`config.mk`:
```
export PLATFORM = sky130hd
export DESIGN_NAME = exec_sequencer
export DESIGN_NICKNAME = d
export VERILOG_FILES = /design/src/rtl/exec_sequencer.sv
export SDC_FILE = /design/constraint.sdc
export NUM_CORES = 1
export LEC_CHECK = 0
export ABC_AREA = 1
export CAP_MARGIN = 10
export CORE_ASPECT_RATIO = 0.5
export CORE_UTILIZATION = 55
export CTS_BUF_LIST = sky130_fd_sc_hd__clkbuf_8
export CTS_CLUSTER_SIZE = 10
export DETAILED_ROUTE_END_ITERATION = 6
export PLACE_DENSITY = 0.95
export SETUP_SLACK_MARGIN = 0.02
export SYNTH_ARGS = -nofsm -noshare
export SYNTH_HDL_FRONTEND = slang
export SYNTH_SLANG_ARGS = --single-unit
```
`constraint.sdc`:
```
create_clock -name clk -period 3.33 [get_ports clk]
set_clock_uncertainty 0.15 [all_clocks]
set_input_delay 0.4995 -clock clk [delete_from_list [all_inputs] [get_ports clk]]
set_output_delay 0.4995 -clock clk [all_outputs]
set_load 0.01 [all_outputs]
```
`src/rtl/exec_sequencer.sv`:
```
// Four-state instruction sequencer: IDLE -> EXEC -> WB/BRANCH -> IDLE.
// Strobes decode from the registered state and latched instruction fields.
module exec_sequencer (
  input  logic        clk,
  input  logic        rst,
  input  logic        instr_valid,
  output logic        instr_ready,
  input  logic [1:0]  instr_kind,
  input  logic [2:0]  cond,
  input  logic        flag_z,
  input  logic        flag_n,
  input  logic        flag_c,
  input  logic        flag_v,
  input  logic        flush,
  output logic        alu_en,
  output logic        reg_write,
  output logic        flags_write,
  output logic        pc_load,
  output logic        pc_inc,
  output logic        done,
  output logic [15:0] instr_count,
  output logic [15:0] taken_count
);

  localparam logic [1:0] S_IDLE   = 2'd0;
  localparam logic [1:0] S_EXEC   = 2'd1;
  localparam logic [1:0] S_WB     = 2'd2;
  localparam logic [1:0] S_BRANCH = 2'd3;

  localparam logic [1:0] K_ALU  = 2'b00;
  localparam logic [1:0] K_CMP  = 2'b01;
  localparam logic [1:0] K_JUMP = 2'b10;
  localparam logic [1:0] K_MOV  = 2'b11;

  logic [1:0]  r_state;
  logic [1:0]  r_kind;
  logic [2:0]  r_cond;
  logic        r_taken;
  logic [15:0] r_instr_count;
  logic [15:0] r_taken_count;

  logic [1:0]  w_next;
  logic        w_taken;
  logic        w_idle;
  logic        w_exec;
  logic        w_wb;
  logic        w_branch;
  logic        w_unused_v;

  // Overflow flag takes no part in any condition code.
  assign w_unused_v = flag_v;

  assign w_idle   = (r_state == S_IDLE);
  assign w_exec   = (r_state == S_EXEC);
  assign w_wb     = (r_state == S_WB);
  assign w_branch = (r_state == S_BRANCH);

  always_comb begin
    w_taken = 1'b0;
    unique case (r_cond)
      3'b000: w_taken = 1'b1;
      3'b001: w_taken = flag_z;
      3'b010: w_taken = !flag_z;
      3'b011: w_taken = !flag_z && !flag_n;
      3'b100: w_taken = !flag_n;
      3'b101: w_taken = flag_n;
      3'b110: w_taken = flag_z || flag_n;
      3'b111: w_taken = flag_c;
      default: w_taken = 1'b0;
    endcase
  end

  always_comb begin
    w_next = r_state;
    unique case (1'b1)
      w_idle:   w_next = instr_valid ? S_EXEC : S_IDLE;
      w_exec: begin
        if (flush)
          w_next = S_IDLE;
        else if (r_kind == K_JUMP)
          w_next = S_BRANCH;
        else
          w_next = S_WB;
      end
      w_wb:     w_next = S_IDLE;
      w_branch: w_next = S_IDLE;
      default:  w_next = S_IDLE;
    endcase
  end

  always_ff @(posedge clk) begin
    if (rst) begin
      r_state <= S_IDLE;
      r_kind  <= 2'b00;
      r_cond  <= 3'b000;
      r_taken <= 1'b0;
    end else begin
      r_state <= w_next;
      if (w_idle && instr_valid) begin
        r_kind <= instr_kind;
        r_cond <= cond;
      end
      if (w_exec && r_kind == K_JUMP)
        r_taken <= w_taken;
    end
  end

  // Retire counter wraps; taken counter saturates.
  always_ff @(posedge clk) begin
    if (rst) begin
      r_instr_count <= 16'h0000;
      r_taken_count <= 16'h0000;
    end else begin
      if (w_wb || w_branch)
        r_instr_count <= r_instr_count + 16'd1;
      if (w_branch && r_taken && r_taken_count != 16'hFFFF)
        r_taken_count <= r_taken_count + 16'd1;
    end
  end

  assign instr_ready = w_idle;
  assign alu_en      = w_exec && (r_kind != K_JUMP);
  assign reg_write   = w_wb && (r_kind == K_ALU || r_kind == K_MOV);
  assign flags_write = w_wb && (r_kind == K_ALU || r_kind == K_CMP);
  assign pc_load     = w_branch && r_taken;
  assign pc_inc      = w_wb || (w_branch && !r_taken);
  assign done        = w_wb || w_branch;
  assign instr_count = r_instr_count;
  assign taken_count = r_taken_count;

endmodule

```
==> flow_summary.json, run 1 <==
{
  "status": "complete, no violations",
  "yosysSeqAreaShare_pct": 38.44,
  "peakVddDrop_mv": 0.2669,
  "drc": 0,
  "via_per_inst": 5.296,
  "crit_family": "buffers and inverters",
  "drt_pass1_iterations": 4,
  "hold_buffers": 0,
  "timing.hold.ws_ns": 0.3301,
  "path_cells": "nand3_1, inv_1, clkdlybuf4s50_1",
  "crit_type": "register to output port",
  "crit_buf_inv": 2,
  "fin_crit_ns": 2.367,
  "synth_top_area_cell": "dfxtp_1",
  "fp.dieW_um": 89.04,
  "power.internal_mw": 0.8918,
  "power_leakage_nw": 1.092,
  "yosysUniqueCellTypes": 22,
  "initial_core_util_pct": 59.04,
  "synth_area_leaders": "dfxtp_1 38%, nand2_1 16%, nor2_1 8.5%",
  "drt_iter0_drc": 96,
  "startpoint_type": "register",
  "crit_required_ns": 2.68,
  "postRouteAntennaNets": 0,
  "clk_path_buf_depth": 2,
  "gp_congestion": 0.7683,
  "synth_top_area_share_pct": 38.44,
  "yosysMostFrequentCell": "nand2_1",
  "crit_path_max_fanout": 10,
  "timing.final.crit_share_pct": 71.08,
  "wirelength_um": 5105,
  "syn_nets": 332,
  "clkPwrFrac_pct": 49.8,
  "crit_slowest_cell": "clkdlybuf4s50_1",
  "powerDensity_mw_per_mm2": 402.2,
  "top_level_ports": 52,
  "grt_pass1_vias": 1895,
  "p_sw_share_pct": 19.82,
  "layout-drive-gt1-share_pct": 5.205,
  "yosys_warnings": 0,
  "cts.repair.resized": 0,
  "maxCapViolCount": 0,
  "synth-seq-cells": 40,
  "antennaDiodeCount": 0,
  "power_frac_seq_pct": 44.2,
  "port_buffers": 50,
  "htreeDepth": 2,
  "vias": 2203,
  "cts_made_buffers": 5,
  "fp.dieH_um": 45.52,
  "hold_path.class": "register to register",
  "worst_setup_path_end_kind": "output port",
  "num_rows": 15,
  "antenna_found_initial": 0,
  "fmax_mhz": 422.5,
  "dieArea_mm2": 0.004053,
  "fin_tns_setup_ns": 0,
  "synth.avg_cell_area_um2": 6.635,
  "switching_power_mw": 0.2204,
  "synthArstFlopShare_pct": 0,
  "maxSlewViolCount": 0,
  "wl_per_cell_um": 12.27,
  "hold_violations": 0,
  "yosys-top-cells-count": "87 x nand2_1, 47 x nor2_1, 40 x dfxtp_1",
  "crit_arrival_ns": 1.72,
  "placed_area_mm2": 0.002606,
  "max-slew-margin-rel_pct": 54.40,
  "ys.flop_type": "dfxtp_1",
  "grt_max_degree": 25,
  "dp_hpwl_um": 3500,
  "clk_latency_ns": 0.30,
  "final_util_pct": 78.37,
  "synth-edff-count": 0,
  "netlist_area_mm2": 0.002083,
  "rsz0062_at_grt": "false",
  "clk_pin_slew_ns": 0.08,
  "grt.total_usage_pct": 26.79,
  "layout.cells.non_filler": 416,
  "overflow": 0,
  "dp.cells": 408,
  "syn_inst": 314,
  "fin_nets": 382,
  "tritoncts": "yes",
  "setup_violations": 0,
  "core_mm2": 0.003528,
  "post-cts-setup-buffer-count": 0,
  "cts_num_sinks": 40,
  "cpPeakStageDelay_ns": 0.56,
  "syn2layout_area_growth_pct": 32.73,
  "fillers": 256,
  "grt_pass1_wl_um": 8245,
  "worstMarginPinSlew_ns": 0.6832,
  "cts-root-buf": "clkbuf_8",
  "p_comb_share_pct": 5.9,
  "post-route-cell-area_mm2": 0.002765
}
[final timing paths]
| kind | start | end | slack (ns) | cells past startpoint |
|---|---|---|---|---|
| min reg2reg | r_cond[2]$_SDFFE_PP0N_ | r_cond[2]$_SDFFE_PP0N_ | 0.33 | 2 |
| max | r_state[1]$_SDFF_PP0_ | pc_load | 0.96 | 3 |
| min | r_cond[2]$_SDFFE_PP0N_ | r_cond[2]$_SDFFE_PP0N_ | 0.33 | 2 |
| max reg2reg | taken_count[0]$_SDFFE_PP0P_ | taken_count[13]$_SDFFE_PP0P_ | 1.31 | 9 |
[worst register-to-register path, delay by kind of cell, from the launching register on]
family	cells	cell delay, ns
AND/OR/NAND/NOR	8	1.14
flip-flops	1	0.36
adder cells (fa/ha/maj)	1	0.25
[power by group through the flow]
stage                     logic (mW)  clock network [mW]  registers, mW
after floorplan               0.0368                   0          0.501
after global placement        0.0620                   0          0.502
after detailed placement      0.0646                   0          0.503
after CTS                     0.0658               0.555          0.492
after global routing          0.0747               0.575          0.493
final                         0.0659               0.554          0.492
[layout by cell type (no fill, tap or decap)]
cell type / Yosys / layout
o21ai_0: 10 / 10
nor2_4: 2 / 2
nor3_1: 2 / 2
o21ai_2: 1 / 1
buf_4: 1 / 1
nand2_2: 1 / 1
dfxtp_1: 40 / 40
nor2_1: 47 / 47
clkdlybuf4s50_1: 0 / 50
nand3_1: 17 / 17
inv_1: 37 / 37
nor2_2: 5 / 5
nand3_2: 1 / 1
nand2_1: 87 / 87
a21oi_1: 29 / 29
nand3b_1: 2 / 2
bufinv_16: 0 / 3
xnor2_1: 3 / 3
clkbuf_8: 0 / 5
nand4_1: 11 / 11
ha_1: 5 / 5
xor2_1: 4 / 4
o21a_1: 2 / 2
[sequential cells by signal, indices dropped and copies added (netlist names)]
signal and count:
r_state 2, taken_count 16, r_cond 3, r_taken 1, r_kind 2, instr_count 16
[per-layer routing]
metal	GRT usage (%)	part of all wire [%]	vias to the layer above
met1	32.03	43	1016
met5	0	0	-
met3	5.978	5.2	13
met2	48.31	51	80
met4	10.48	1.4	0
li1	-	-	1094
[cell families (layout without fill, tap and decap cells)]
kind of cell	Yosys count	count (layout)	share of synthesized area (%)
flip-flops	40	40	38.44
adder cells (fa/ha/maj)	5	5	3.003
buffers and inverters	45	96	9.009
AND/OR/NAND/NOR	175	175	36.10
XOR/XNOR	7	7	2.943
AO/OA/AOI/OAI	42	42	10.51
[metrics by stage]
step,power [mW],worst slack [ns]
2_1_floorplan,0.5382,1.686
3_3_place_gp,0.5644,1.174
3_5_place_dp,0.5677,1.132
4_1_cts,1.113,0.9733
5_1_grt,1.143,0.9198
6_report,1.112,0.9632
[layout make-up]
cell class / count / area, um2 / area share [%]
timing repair buffer: 51 / 508.0 / 18.37
clock inverter: 3 / 90.09 / 3.258
clock buffer: 5 / 68.82 / 2.489
inverter: 37 / 138.9 / 5.023
multi-input combinational: 229 / 1095 / 39.59
tap: 51 / 63.81 / 2.308
sequential: 40 / 800.8 / 28.96
No activity file was read; power rests on OpenSTA's default activity.
==> run 2: changes to the inputs <==
--- a/config.mk
+++ b/config.mk
@@ -8,11 +8,11 @@
 export ABC_AREA = 1
 export CAP_MARGIN = 10
 export CORE_ASPECT_RATIO = 0.5
-export CORE_UTILIZATION = 55
+export CORE_UTILIZATION = 51
 export CTS_BUF_LIST = sky130_fd_sc_hd__clkbuf_8
 export CTS_CLUSTER_SIZE = 10
 export DETAILED_ROUTE_END_ITERATION = 6
-export PLACE_DENSITY = 0.95
+export PLACE_DENSITY = 0.9
 export SETUP_SLACK_MARGIN = 0.02
 export SYNTH_ARGS = -nofsm -noshare
 export SYNTH_HDL_FRONTEND = slang
==> constraint.sdc (replaced) <==
create_clock -name clk -period 2.2 [get_ports clk]
set_clock_uncertainty 0.15 [all_clocks]
set_input_delay 0.33 -clock clk [delete_from_list [all_inputs] [get_ports clk]]
set_output_delay 0.33 -clock clk [all_outputs]
set_load 0.01 [all_outputs]
==> flow_summary.json, run 2 (same netlist as run 1, synthesis figures left out) <==
{
  "drc": 0,
  "cts_num_sinks": 40,
  "startpoint_type": "register",
  "fmax_mhz": 478.6,
  "clk_latency_ns": 0.29,
  "maxSlewViolCount": 0,
  "htreeDepth": 2,
  "switching_power_mw": 0.3097,
  "p_comb_share_pct": 7.5,
  "fp.dieH_um": 47.20,
  "crit_required_ns": 1.72,
  "layout_setup_ws_ns": 0.1107,
  "rr_worst_depth": 7,
  "core_mm2": 0.003660,
  "worst_setup_path_end_kind": "output port",
  "num_rows": 15,
  "fp.dieW_um": 92.39,
  "power_leakage_nw": 1.096,
  "fin_crit_ns": 2.089,
  "post-place-ws_ns": 0.3424,
  "via_per_inst": 5.098,
  "timing.final.crit_share_pct": 94.97,
  "crit_path_start": "r_state[1]$_SDFF_PP0_",
  "peakVddDrop_mv": 0.2595,
  "crit_path_max_fanout": 10,
  "endpoint": "pc_load",
  "hold_violations": 0,
  "tritoncts": "yes",
  "rsz0062_at_grt": "false",
  "r2r_end": "taken_count[4]$_SDFFE_PP0P_",
  "grt_max_degree": 25,
  "fin_tns_setup_ns": 0,
  "cts-root-buf": "clkbuf_8",
  "worstHoldStart": "r_cond[2]$_SDFFE_PP0N_",
  "cts_made_buffers": 5,
  "status": "complete, no violations",
  "power_frac_seq_pct": 55.6,
  "crit_family": "buffers and inverters",
  "dieArea_mm2": 0.004360,
  "rr_startpoint": "taken_count[0]$_SDFFE_PP0P_",
  "dp_hpwl_um": 3396,
  "path_cells": "nand3_1, inv_1, clkdlybuf4s50_1",
  "antenna_found_initial": 0,
  "reg2reg_setup_slack_ns": 0.33,
  "crit_type": "register to output port",
  "gp_congestion": 0.8350,
  "setup_violations": 0,
  "powerDensity_mw_per_mm2": 493.1,
  "clkPwrFrac_pct": 36.9,
  "drt_pass1_iterations": 4,
  "clk_pin_slew_ns": 0.07,
  "mostFrequentLayoutCells": "87 x nand2_1, 49 x clkdlybuf4s50_1, 46 x nor2_1",
  "cp_num_cells": 3,
  "layout.cells.non_filler": 418,
  "maxCapViolCount": 0,
  "dp.cells": 410,
  "crit_buf_inv": 2,
  "grt_pass1_wl_um": 7534,
  "wirelength_um": 4783,
  "grt_pass1_vias": 1782,
  "antennaDiodeCount": 0,
  "initial_core_util_pct": 56.92,
  "worstMarginPinSlew_ns": 0.4616,
  "postRouteAntennaNets": 0,
  "cpPeakStageDelay_ns": 0.57,
  "fin_nets": 384,
  "drt_iter0_drc": 69,
  "mostFrequentLayoutCell": "nand2_1",
  "hold_path.class": "register to register",
  "syn2layout_area_growth_pct": 30.45,
  "power.internal_mw": 1.030,
  "grt.total_usage_pct": 22.31,
  "layout-drive-gt1-share_pct": 5.722,
  "port_buffers": 50,
  "top_level_ports": 52,
  "max-slew-margin-rel_pct": 69.22,
  "clk_path_buf_depth": 2,
  "vias": 2131,
  "wl_per_cell_um": 11.44,
  "crit_arrival_ns": 1.61,
  "p_sw_share_pct": 23.11,
  "crit_slowest_cell": "clkdlybuf4s50_1",
  "overflow": 0
}
-- run 2: changes by cell type in the layout (fill, tap and decap cells not counted), sizes merged --
cell / change
dlymetal6s2s: +1
inv: +2
buf: +2
bufinv: -3
clkbuf: +1
clkdlybuf4s50: -1
-- run 2: worst reg2reg max path: cells and delay by family, from the launching register on --
family	cells	cell delay (ns)
flops	1	0.41
simple gates	4	0.41
compound gates	2	0.58
fa+ha+maj	1	0.25
-- run 2: layout make-up --
| type | count | area (um2) |
|---|---|---|
| Clock buffer | 6 | 82.58 |
| Inverter | 37 | 138.9 |
| Clock inverter | 2 | 7.507 |
| Multi-Input combinational cell | 229 | 1097 |
| Sequential cell | 40 | 802.0 |
| Fill cell | 285 | 942.2 |
| Timing Repair Buffer | 53 | 525.5 |
| Tap cell | 51 | 63.81 |
-- run 2: worst min-delay path by stage --
stage / to / slack [ns] / depth (start not counted)
CTS: r_cond[2]$_SDFFE_PP0N_ / 0.33 / 2
global route: r_cond[2]$_SDFFE_PP0N_ / 0.35 / 2
floorplan: r_state[1]$_SDFF_PP0_ / 0.26 / 1
detailed placement: r_cond[2]$_SDFFE_PP0N_ / 0.31 / 2
finish: r_cond[2]$_SDFFE_PP0N_ / 0.33 / 2
global placement: r_cond[2]$_SDFFE_PP0N_ / 0.31 / 2
-- run 2: stage by stage --
step	hold slack, ns	utilization (%)	power, mW	cell area [um2]
floorplan	0.2576	-	0.8147	2083
global placement	0.3079	71.62	0.8565	2621
detailed placement	0.3148	71.62	0.8603	2621
CTS	0.3256	74.12	1.350	2713
global route	0.3484	74.26	1.391	2718
finish	0.3264	74.26	1.340	2718
-- run 2: metal layers --
metal	share of wire (%)	vias up	global-route usage, %
li1	-	1094	-
met1	45	953	26.44
met2	47	74	40.15
met3	6.4	10	5.825
met4	1.5	0	10.00
met5	0	-	0
-- run 2: power by group through the flow --
stage               clock, mW  combinational, mW  sequential (mW)
detailed placement          0             0.0989            0.761
global placement            0             0.0960            0.761
finish                  0.495              0.101            0.745
floorplan                   0             0.0556            0.759
CTS                     0.505             0.0998            0.744
global route            0.531              0.113            0.746
-- run 2: timing repair --
action                                  4_1_cts  5_1_grt
hold buffers                                  0        0
endpoints found under the setup margin        1        2
buffers inserted                              0        0
cloned                                        0        0
resized for setup                             1        2
